File: src/rtl/store_buffer.sv
`timescale 1ns/1ps
// Store buffer between execute and Data_Memory: queues stores, forwards loads.
// Define STORE_BUF_FWD_EN to build store-to-load forwarding and overlap checks.
//
// state | meaning
// IDLE  | accept loads; otherwise drain head entry to memory
// RD    | memory read of the pending load address
// RESP  | ld_done pulse, ld_data from forward register or mem_rdata
// FLUSH | drain entries present at load acceptance, then RD
module store_buffer #(
  parameter int DEPTH  = 4,
  parameter int DATA_W = 32
) (
  input  logic              clk,
  input  logic              rst,
  input  logic              st_valid,
  output logic              st_ready,
  input  logic [31:0]       st_addr,
  input  logic [DATA_W-1:0] st_data,
  input  logic              ld_valid,
  output logic              ld_ready,
  input  logic [31:0]       ld_addr,
  output logic              ld_done,
  output logic [DATA_W-1:0] ld_data,
  output logic [31:0]       mem_addr,
  output logic [DATA_W-1:0] mem_wdata,
  output logic              mem_write,
  output logic              mem_read,
  input  logic [DATA_W-1:0] mem_rdata
);

  localparam int AW = $clog2(DEPTH);
  localparam int CW = AW + 1;

  typedef enum logic [1:0] {IDLE, RD, RESP, FLUSH} state_t;

  state_t              state;
  logic [3:0]          ent_addr [DEPTH];
  logic [DATA_W-1:0]   ent_data [DEPTH];
  logic [AW-1:0]       head, tail;
  logic [CW-1:0]       count;
  logic [CW-1:0]       flush_cnt;
  logic [3:0]          ld_addr_q;
  logic [DATA_W-1:0]   fwd_q;
  logic                use_fwd;
  logic [DATA_W-1:0]   ld_data_q;

  logic                push, pop;
  logic                fwd_hit, need_flush;
  logic [DATA_W-1:0]   fwd_data;
  logic                unused_addr_bits;

  assign unused_addr_bits = ^{st_addr[31:4], ld_addr[31:4]};

  assign st_ready  = (count < CW'(DEPTH));
  assign ld_ready  = (state == IDLE);
  assign push      = st_valid && st_ready;
  assign mem_write = ((state == IDLE) && !ld_valid && (count != '0)) ||
                     ((state == FLUSH) && (flush_cnt != '0));
  assign mem_read  = (state == RD);
  assign pop       = mem_write;
  assign mem_addr  = mem_write ? {28'h0, ent_addr[head]} :
                     mem_read  ? {28'h0, ld_addr_q} : 32'h0;
  assign mem_wdata = mem_write ? ent_data[head] : '0;
  assign ld_done   = (state == RESP);
  assign ld_data   = ld_done ? (use_fwd ? fwd_q : mem_rdata) : ld_data_q;

`ifdef STORE_BUF_FWD_EN
  logic [AW-1:0] idx;
  logic [3:0]    diff;

  // Walk oldest to youngest: an exact match clears any older overlap.
  always_comb begin
    fwd_hit    = 1'b0;
    fwd_data   = '0;
    need_flush = 1'b0;
    idx        = '0;
    diff       = '0;
    for (int i = 0; i < DEPTH; i++) begin
      idx  = head + AW'(i);
      diff = (ent_addr[idx] > ld_addr[3:0]) ? (ent_addr[idx] - ld_addr[3:0])
                                            : (ld_addr[3:0] - ent_addr[idx]);
      if (CW'(i) < count) begin
        if (ent_addr[idx] == ld_addr[3:0]) begin
          fwd_hit    = 1'b1;
          fwd_data   = ent_data[idx];
          need_flush = 1'b0;
        end else if (diff < 4'd8) begin
          need_flush = 1'b1;
        end
      end
    end
  end
`else
  always_comb begin
    fwd_hit    = 1'b0;
    fwd_data   = '0;
    need_flush = (count != '0);
  end
`endif

  always_ff @(posedge clk) begin
    if (push) begin
      ent_addr[tail] <= st_addr[3:0];
      ent_data[tail] <= st_data;
    end
  end

  always_ff @(posedge clk) begin
    if (rst) begin
      state     <= IDLE;
      head      <= '0;
      tail      <= '0;
      count     <= '0;
      flush_cnt <= '0;
      ld_addr_q <= '0;
      fwd_q     <= '0;
      use_fwd   <= 1'b0;
      ld_data_q <= '0;
    end else begin
      if (push) tail <= tail + 1'b1;
      if (pop)  head <= head + 1'b1;
      count <= count + CW'(push) - CW'(pop);
      case (state)
        IDLE: begin
          if (ld_valid) begin
            ld_addr_q <= ld_addr[3:0];
            use_fwd   <= 1'b0;
            if (need_flush) begin
              state     <= FLUSH;
              flush_cnt <= count;
            end else if (fwd_hit) begin
              state   <= RESP;
              use_fwd <= 1'b1;
              fwd_q   <= fwd_data;
            end else begin
              state <= RD;
            end
          end
        end
        FLUSH: begin
          // Snapshot down-counter: only entries older than the load drain here.
          if (flush_cnt <= CW'(1)) begin
            flush_cnt <= '0;
            state     <= RD;
          end else begin
            flush_cnt <= flush_cnt - 1'b1;
          end
        end
        RD: state <= RESP;
        RESP: begin
          ld_data_q <= ld_data;
          state     <= IDLE;
        end
        default: state <= IDLE;
      endcase
    end
  end

endmodule

File: config.mk
export PLATFORM = sky130hd
export DESIGN_NAME = store_buffer
export DESIGN_NICKNAME = d
export VERILOG_FILES = /design/src/rtl/store_buffer.sv
export SDC_FILE = /design/constraint.sdc
export NUM_CORES = 1
export LEC_CHECK = 0
export ABC_AREA = 1
export CORE_AREA = 2 2 140 142
export DETAILED_ROUTE_END_ITERATION = 10
export DIE_AREA = 0 0 142 144
export GPL_ROUTABILITY_DRIVEN = 0
export GPL_TIMING_DRIVEN = 1
export HOLD_SLACK_MARGIN = 0.06
export PLACE_DENSITY = 0.73
export SLEW_MARGIN = 25
export SYNTH_ARGS = -nofsm -noshare
export SYNTH_HDL_FRONTEND = slang
export SYNTH_SLANG_ARGS = --single-unit
export TNS_END_PERCENT = 5
File: constraint.sdc
create_clock -name clk -period 2.76 [get_ports clk]
set_clock_uncertainty 0.05 [all_clocks]
set_input_delay 0.414 -clock clk [delete_from_list [all_inputs] [get_ports clk]]
set_output_delay 0.414 -clock clk [all_outputs]
set_load 0.1 [all_outputs]
Word-level counts from Yosys, hierarchy flattened
Memories as Yosys holds them, arrays and structs flattened. A register that Yosys moved wholly into a read port is not among the register bits.
Cells that the tools add are included.
{"block": "op_classes", "addsub": 5, "magnitude_cmp": 2, "n_eq_ne": 6, "n_mux": 18, "reduce_logical": 13}
{"operator": "two-way mux 32 bit", "count": 2}
{"operator": "two-way mux 2 bit", "count": 7}
{"operator": "two-way mux 3 bit", "count": 3}
{"operator": "two-way mux 4 bit", "count": 2}
{"operator": "one-hot mux 2 bit (4 select lines)", "count": 1}
{"operator": "one-hot mux 3 bit (2 select lines)", "count": 1}
{"operator": "nonzero test 3 bit", "count": 2}
{"operator": "adder 2 x 1 -> 2 bit (second input constant)", "count": 2}
{"operator": "== test 2 bit (second input constant)", "count": 2}
{"operator": "logical AND 1 bit", "count": 4}
{"operator": "inequality test 2 x 1 -> 1 bit (second input constant)", "count": 2}
{"operator": "AND reduction 2 bit", "count": 2}
{"operator": "adder 3 x 1 -> 3 bit", "count": 1}
{"operator": "<= comparator 3 x 1 -> 1 bit (second input constant)", "count": 1}
{"operator": "less-than comparator 3 bit (second input constant)", "count": 1}
{"operator": "AND reduction 3 bit", "count": 1}
{"operator": "subtractor 3 x 1 -> 3 bit", "count": 1}
{"operator": "subtractor 3 x 1 -> 3 bit (second input constant)", "count": 1}
{"operator": "== test 2 x 1 -> 1 bit (second input constant)", "count": 1}
{"operator": "zero test 2 bit", "count": 1}
{"operator": "two-way mux 1 bit", "count": 2}
{"operator": "inequality test 2 bit (second input constant)", "count": 1}
{"operator": "nonzero test 2 bit", "count": 1}
{"operator": "zero test 1 bit", "count": 1}
{"operator": "logical OR 1 bit", "count": 1}
{"block": "totals", "regBits": 48, "ram_bits": 144, "in_bits": 132, "wordCells": 53, "mem_count": 2}
{"memory": "ent_data", "depth": 4, "width": 32, "read_ports": 1, "rd_clocked_by_memory_dff": 1, "wr": 1, "line": "39", "text": "logic [DATA_W-1:0] ent_data [DEPTH];"}
{"memory": "ent_addr", "depth": 4, "width": 4, "read_ports": 1, "rd_clocked_by_memory_dff": 1, "wr": 1, "line": "38", "text": "logic [3:0] ent_addr [DEPTH];"}

Depth between registers and ports, before layout
Gate-level depths: netlist of run 1.
{"block": "depth", "ltp_word": 6, "mapped_depth": 15}

Worst setup path before layout of run 1
OpenSTA, ideal clock, no wires.
{"block": "synth_path", "path_type": "register to register", "start": "reg state[0]", "end": "reg count[2]", "arrival_ns": 3.439, "t_required_ns": 2.589, "path_slack_ns": -0.850, "path_stages_with_launch": 16, "period_less_slack_ns": 3.610, "path_cell_list": "dfxtp_1 -> inv_1 -> ha_1 -> inv_1 -> nor2_1 -> nand2_2 -> nand2_2 -> buf_2 -> ha_1 -> inv_1 -> ha_1 -> inv_1 -> fa_1 -> xor2_1 -> o21ai_0 -> a21oi_1"}
{"block": "synth_via", "elab_chain_cells": 5}
{"element": "from (decl)", "line": "37", "text": "state_t state;"}
{"element": "from (signal assigned)", "line": "111", "text": "state <= IDLE;"}
{"element": "from (signal assigned)", "line": "130", "text": "state <= FLUSH;"}
{"element": "from (signal assigned)", "line": "133", "text": "state <= RESP;"}
{"element": "zero test 2 bit"}
{"element": "named net ld_ready", "line": "21", "text": "output logic ld_ready,"}
{"element": "logical AND 1 bit (2 in series)", "line": "58", "text": "assign mem_write = ((state == IDLE) && !ld_valid && (count != '0)) ||"}
{"element": "logical OR 1 bit", "line": "58"}
{"element": "named net mem_write", "line": "27", "text": "output logic mem_write,"}
{"element": "subtractor 3 x 1 -> 3 bit", "line": "123", "text": "count <= count + CW'(push) - CW'(pop);"}
{"element": "to (signal assigned)", "line": "123"}
{"element": "to (decl)", "line": "41", "text": "logic [CW-1:0] count;"}
The timed path passes the listed nets, and every way through them passes these cells.
A chain may end at the register's enable or synchronous reset.

Worst setup path in the final report of run 1
{"block": "layout_path", "start": "reg state[0]", "end": "out mem_addr[2]"}
{"block": "layout_via", "elab_chain_cells": 5}
{"element": "zero test 2 bit", "line": "58"}
{"element": "logical AND 1 bit (2 in series)", "line": "58"}
{"element": "logical OR 1 bit", "line": "58"}
{"element": "two-way mux 4 bit (*)", "line": "62", "text": "assign mem_addr = mem_write ? {28'h0, ent_addr[head]} :"}
{"element": "to (decl)", "line": "25", "text": "output logic [31:0] mem_addr,"}
Every way passes the cells marked *; elsewhere a longest branch is shown, timed or not.

==> run metrics, run 1 <==
average wire per standard cell=14.81 µm; Critical Path Start Type=register; All-Layer GR Usage=0.1762; Worst Hold Launch=ld_data_q[1]$_SDFFE_PP0P_; Syn Inst Count=770; Clock power frac=0.173; First DRT Iteration DRCs=326; Mean Syn Cell Area=10.45 µm²; drt first pass iters=5; power after layout=13,210 µW; Fin. Hold Viols=0; Ys Warns=0; die area=0.02045 mm²; initial antenna violation count=1; die height=144 µm; port bufs=148; vias in the first global route=5,616; Sw Pwr=6236 µW; synthesized area=0.008046 mm²; Async SR Flop Fraction=0; fin crit share=0.9253; share of Yosys cell area claimed by the top area cell type=0.5374; post-route cell area=0.01101 mm²; first-pass GRT wire length=27,540 µm; CP Data Arrival Time=2090 ps; CP Data Required Time=2300 ps; # hold bufs at CTS=0; crit path max fanout=20; launch point of the worst path=state[0]$_SDFFE_PP0P_; worst vdd ir=0.9696 mV; maximum level of the CTS H-tree=4; Max Cap Viol=0; Reg-to-Reg Start=state[0]$_SDFFE_PP0P_; dpl hpwl=10,830 µm; initial core utilization=0.4217; core footprint=0.01908 mm²; Hold Crit Class=reg -> reg; total clock sinks=194; largest area contributor in the netlist=edfxtp_1; CTS Buf Count=17; row count=51; IO Count=233; grt ovf=0; leakage power=0.004447 µW; Worst-Skew Late Latency=420 ps; Die X=142 µm; synth unique cells=24; placed cell areas=0.01043 mm²; Period minus WS final=2554 ps; largest net degree at the start of global routing=43; Int Power=6970 µW; Post-synth EDFFs=144; Nets=1,065; root buf cell=clkbuf_16; Max Root-Sink Buffers=2; final WL=17,330 µm; combinational share of power=0.549; Flop pwr share=0.278; P&R area growth vs syn=36.88%; clock slew at reported path FFs=70 ps; Net Sw Frac=0.4722; worst setup path category=reg -> out; remaining antenna violation count=0; status=finished clean; Hold Slack=417.3 ps; max-slew violation count=0; f_max=391.6 MHz; final setup fails=0; DRC viols=0; synth top area cells=edfxtp_1, dfxtp_1, nand2_1; synth cell count leaders=nand2_1, edfxtp_1, nor2_1; TritonCTS clock tree=done; top-count cell post-synth=nand2_1; vias per cell=4.885; main flop type after synthesis=edfxtp_1; DR vias=5,716; number of synthesized register bits=194; Seq/Total Area, Yosys=0.6618; RSZ-0062 raised after global routing=false; share of layout cells above drive strength 1=0.1482; PwrDens=1199 mW/mm²; endpoint class of the critical path=output port
worst max-delay path, cell delays in order, from the launching register on:
cell and delay, ps:
dfxtp_1 340, inv_2 110, ha_4 150, inv_1 50, nor2_1 140, nand2_2 100
nand2_4 120, buf_12 190, inv_1 110, nand3_1 90, nand2_1 90, buf_12 180
metrics by stage:
step | TNS (ps) | setup slack (ps) | cells | utilization
after CTS | 0 | 75.22 | 1168 | 0.5756
after floorplan | -36820 | -254.7 | 797 | -
after global routing | 0 | 30.03 | 1169 | 0.5772
after global placement | 0 | 212.5 | 1136 | 0.5469
after detailed placement | 0 | 187.4 | 1136 | 0.5469
final | 0 | 206.1 | 1170 | 0.5773
flip-flops by register name (all words and copies together), names as in the netlist, named ones only:
register,count
ld_addr_q,4
head,2
state,2
flush_cnt,3
count,3
tail,2
ent_addr,16
ent_data,128
ld_data_q,32
cells by family after synthesis:
group,share of synthesized area
simple gates,0.1306
flops,0.6618
compound gates,0.1020
buf+inv,0.07759
fa+ha+maj,0.02426
xor+xnor,0.003266
other cells,0.0004660
area by class of cell:
class	count	area, µm²
fillers	1525	8065
flip-flops and latches	194	5326
repair buffers	168	2367
multi-input cells	478	2248
clock buffers	18	429.2
well taps	238	297.8
inverters	59	224.0
clock inverters	14	118.9
diodes	1	2.502
path summary, 6_finish.rpt:
| check | depth (start not counted) | slack, ps | endpoint |
|---|---|---|---|
| worst max-delay path | 11 | 210 | mem_addr[2] |
| worst min register to register | 2 | 420 | ld_data_q[1]$_SDFFE_PP0P_ |
| worst max register to register | 14 | 370 | count[2]$_SDFF_PP0_ |
| worst min-delay path | 2 | 420 | ld_data_q[1]$_SDFFE_PP0P_ |
what timing repair did:
item,in CTS,in global routing
hold endpoints to repair,0,0
setup buffers,0,0
gates resized for setup,0,3
endpoints found under the setup margin,0,4
cell usage in the layout (no fill, tap or decap):
cell type / instances
inv_6: 3
nand2_2: 2
inv_1: 53
nor2_1: 105
a21oi_1: 36
inv_4: 1
clkinvlp_4: 2
dfxtp_2: 1
clkdlybuf4s50_1: 75
clkbuf_16: 18
ha_1: 12
o21ai_1: 1
edfxtp_1: 144
nand3_1: 6
clkinv_1: 2
buf_4: 20
buf_12: 72
diode_2: 1
xnor2_1: 1
inv_2: 5
dfxtp_1: 49
ha_4: 1
xor2_1: 2
o22ai_1: 32
clkinv_4: 1
fa_1: 1
clkbuf_1: 1
inv_8: 5
conb_1: 28
clkinv_2: 1
o21ai_0: 87
ha_2: 1
nor2_4: 4
nand2_1: 158
nand2_4: 1
metal layers:
| layer | part of all wire | track usage | vias up |
|---|---|---|---|
| met5 | 0 | 0 | - |
| met4 | 0.0098 | 0.05684 | 0 |
| met3 | 0.090 | 0.07152 | 14 |
| met2 | 0.49 | 0.3003 | 189 |
| met1 | 0.42 | 0.2036 | 2686 |
| li1 | - | - | 2827 |
power by group through the flow:
stage	Combinational [µW]	Sequential, µW	Clock, µW
3_3_place_gp	7140	3730	0
3_5_place_dp	7210	3730	0
4_1_cts	7220	3670	2330
2_1_floorplan	4830	3710	0
6_report	7250	3670	2280
5_1_grt	7650	3710	2460
No activity file was read; power rests on OpenSTA's default activity.
==> run 2: changes to the inputs <==
--- a/config.mk
+++ b/config.mk
@@ -6,13 +6,13 @@
 export NUM_CORES = 1
 export LEC_CHECK = 0
 export ABC_AREA = 1
-export CORE_AREA = 2 2 140 142
+export CORE_AREA = 2 2 129 131
 export DETAILED_ROUTE_END_ITERATION = 10
-export DIE_AREA = 0 0 142 144
+export DIE_AREA = 0 0 131 133
 export GPL_ROUTABILITY_DRIVEN = 0
 export GPL_TIMING_DRIVEN = 1
 export HOLD_SLACK_MARGIN = 0.06
-export PLACE_DENSITY = 0.73
+export PLACE_DENSITY = 0.81
 export SLEW_MARGIN = 25
 export SYNTH_ARGS = -nofsm -noshare
 export SYNTH_HDL_FRONTEND = slang
==> constraint.sdc (replaced) <==
create_clock -name clk -period 3.3 [get_ports clk]
set_clock_uncertainty 0.05 [all_clocks]
set_input_delay 0.495 -clock clk [delete_from_list [all_inputs] [get_ports clk]]
set_output_delay 0.495 -clock clk [all_outputs]
set_load 0.1 [all_outputs]
==> run metrics, run 2 (synthesis results as in run 1) <==
Die X=131 µm (-7.7%); most common cell after layout, fill and taps aside=nand2_1; worst slew pin tran=700.1 ps; Setup WS post-layout=548.2 ps (+342.1 ps); remaining antenna violation count=0 (unchanged); Critical Path Start Type=register; met1 wire length=6288 µm (-13%); Top Layer Used=met4; total clock sinks=194 (unchanged); share of layout cells above drive strength 1=0.1387 (-0.009549); DR vias=5,689 (-0.47%); final WL=16,710 µm (-3.6%); CP Data Required Time=2750 ps (+450 ps); R2R setup slack=840 ps (+470 ps); Fin. Hold Viols=0 (unchanged); worst vdd ir=0.6310 mV (-35%); die area=0.01742 mm² (-15%); Max Cap Viol=0 (unchanged); average wire per standard cell=14.62 µm (-1.3%); final setup fails=0 (unchanged); reg2reg end=count[2]$_SDFF_PP0_; First DRT Iteration DRCs=418 (+28%); WL met3=1553 µm (unchanged); die height=133 µm (-7.6%); row count=47 (-7.8%); f_max=363.4 MHz; CP Data Arrival Time=2210 ps (+120 ps); DRC viols=0 (unchanged); PwrDens=1019 mW/mm² (-15%); Reg-to-Reg Start=state[0]$_SDFFE_PP0P_; Nets=1,057 (-0.75%); core footprint=0.01617 mm² (-15%); fin crit share=0.8339; CP max-delay cell=buf_4; Worst-Skew Late Latency=430 ps (about the same); RSZ-0062 raised after global routing=false; Reg with most FFs=ent_data; endpoint class of the critical path=output port; initial antenna violation count=0 (-1); initial core utilization=0.4976 (+0.07583); pre-CTS setup slack=635.5 ps (+448.1 ps); P&R area growth vs syn=36.26%; Crit path largest cell delay=560 ps (+220 ps); grt ovf=0 (unchanged); port bufs=148 (unchanged); root buf cell=clkbuf_16; biggest regs=ent_data (128), ld_data_q (32), ent_addr (16); IO Count=233 (unchanged); postcts setup bufs=0 (unchanged); worst r2r path cells=14 (unchanged); CTS Buf Count=17 (unchanged); maximum level of the CTS H-tree=4 (unchanged); vias in the first global route=5,475 (-2.5%); status=finished clean; leakage power=0.004435 µW (-0.29%); crit path max fanout=72 (+260%); vias per cell=4.977 (+1.9%); most frequent cells in the layout=nand2_1, edfxtp_1, nor2_1; Largest register FFs=128 (unchanged); Antenna diodes=0 (-1); dpl hpwl=10,310 µm (-4.8%); power after layout=11,170 µW (-15%); clock slew at reported path FFs=70 ps (about the same); TritonCTS clock tree=done; CP Cell Sequence=buf_4 > o21ai_0 > o22ai_1 > nand2_1 > inv_1 > buf_12; Final Util=0.6780 (+0.1007); Slew HR=0.5333; fillers=1,141 (-25%); All-Layer GR Usage=0.1999 (+0.02372); drt first pass iters=5 (unchanged); worst setup path category=reg -> out; post-cts resize count=0 (unchanged); max-slew violation count=0 (unchanged); CP Capture Point=mem_wdata[0]; Setup TNS Final=0 ps (unchanged); Hold Crit Class=reg -> reg; Period minus WS final=2752 ps; first-pass GRT wire length=26,360 µm (-4.3%); largest net degree at the start of global routing=73 (+70%); Max Root-Sink Buffers=2 (unchanged); met2 WL=8597 µm (+2.2%); # hold bufs at CTS=0 (unchanged)
-- run 2: per-layer routing --
metal	up-vias	track usage
met5	-	0
met4	0	0.08038
met3	27	0.08209
met1	2645	0.2196
met2	206	0.3408
li1	2811	-
-- run 2: worst max-delay path: cells and delay by family, from the launching register on --
kind | cells | cell delay, ps
buf+inv | 3 | 860
compound gates | 2 | 460
simple gates | 1 | 90
flops | 1 | 350
-- run 2: worst min-delay path by stage --
stage          cells after the start                  startpoint                         end  slack [ps]
6_report                           2  ld_data_q[22]$_SDFFE_PP0P_  ld_data_q[22]$_SDFFE_PP0P_         420
5_1_grt                            2   ld_data_q[6]$_SDFFE_PP0P_   ld_data_q[6]$_SDFFE_PP0P_         440
4_1_cts                            2   ld_data_q[9]$_SDFFE_PP0P_   ld_data_q[9]$_SDFFE_PP0P_         420
3_5_place_dp                       2   ld_data_q[9]$_SDFFE_PP0P_   ld_data_q[9]$_SDFFE_PP0P_         410
3_3_place_gp                       2   ld_data_q[9]$_SDFFE_PP0P_   ld_data_q[9]$_SDFFE_PP0P_         410
2_1_floorplan                      2  ld_data_q[11]$_SDFFE_PP0P_  ld_data_q[11]$_SDFFE_PP0P_         400
-- run 2: cell type report --
cell class	count	area (µm²)	share of cell area
well taps	220	275.3	0.02511
multi-input cells	478	2231	0.2035
flip-flops and latches	194	5326	0.4858
clock inverters	14	201.4	0.01837
repair buffers	160	2277	0.2077
inverters	59	224.0	0.02043
clock buffers	18	429.2	0.03914
-- run 2: metrics by stage --
| step | hold WS (ps) | instance area, µm² | std cells |
|---|---|---|---|
| CTS | 423.0 | 10960 | 1143 |
| floorplan | 396.3 | 8150 | 797 |
| global placement | 405.6 | 10330 | 1111 |
| global route | 438.8 | 10960 | 1143 |
| finish | 419.7 | 10960 | 1143 |
| detailed placement | 412.1 | 10330 | 1111 |
-- run 2: power by group --
group          total (µW)  switching [µW]  internal (µW)
Sequential           3080             118           2960
Clock                2160             881           1280
Combinational        5930            4130           1800
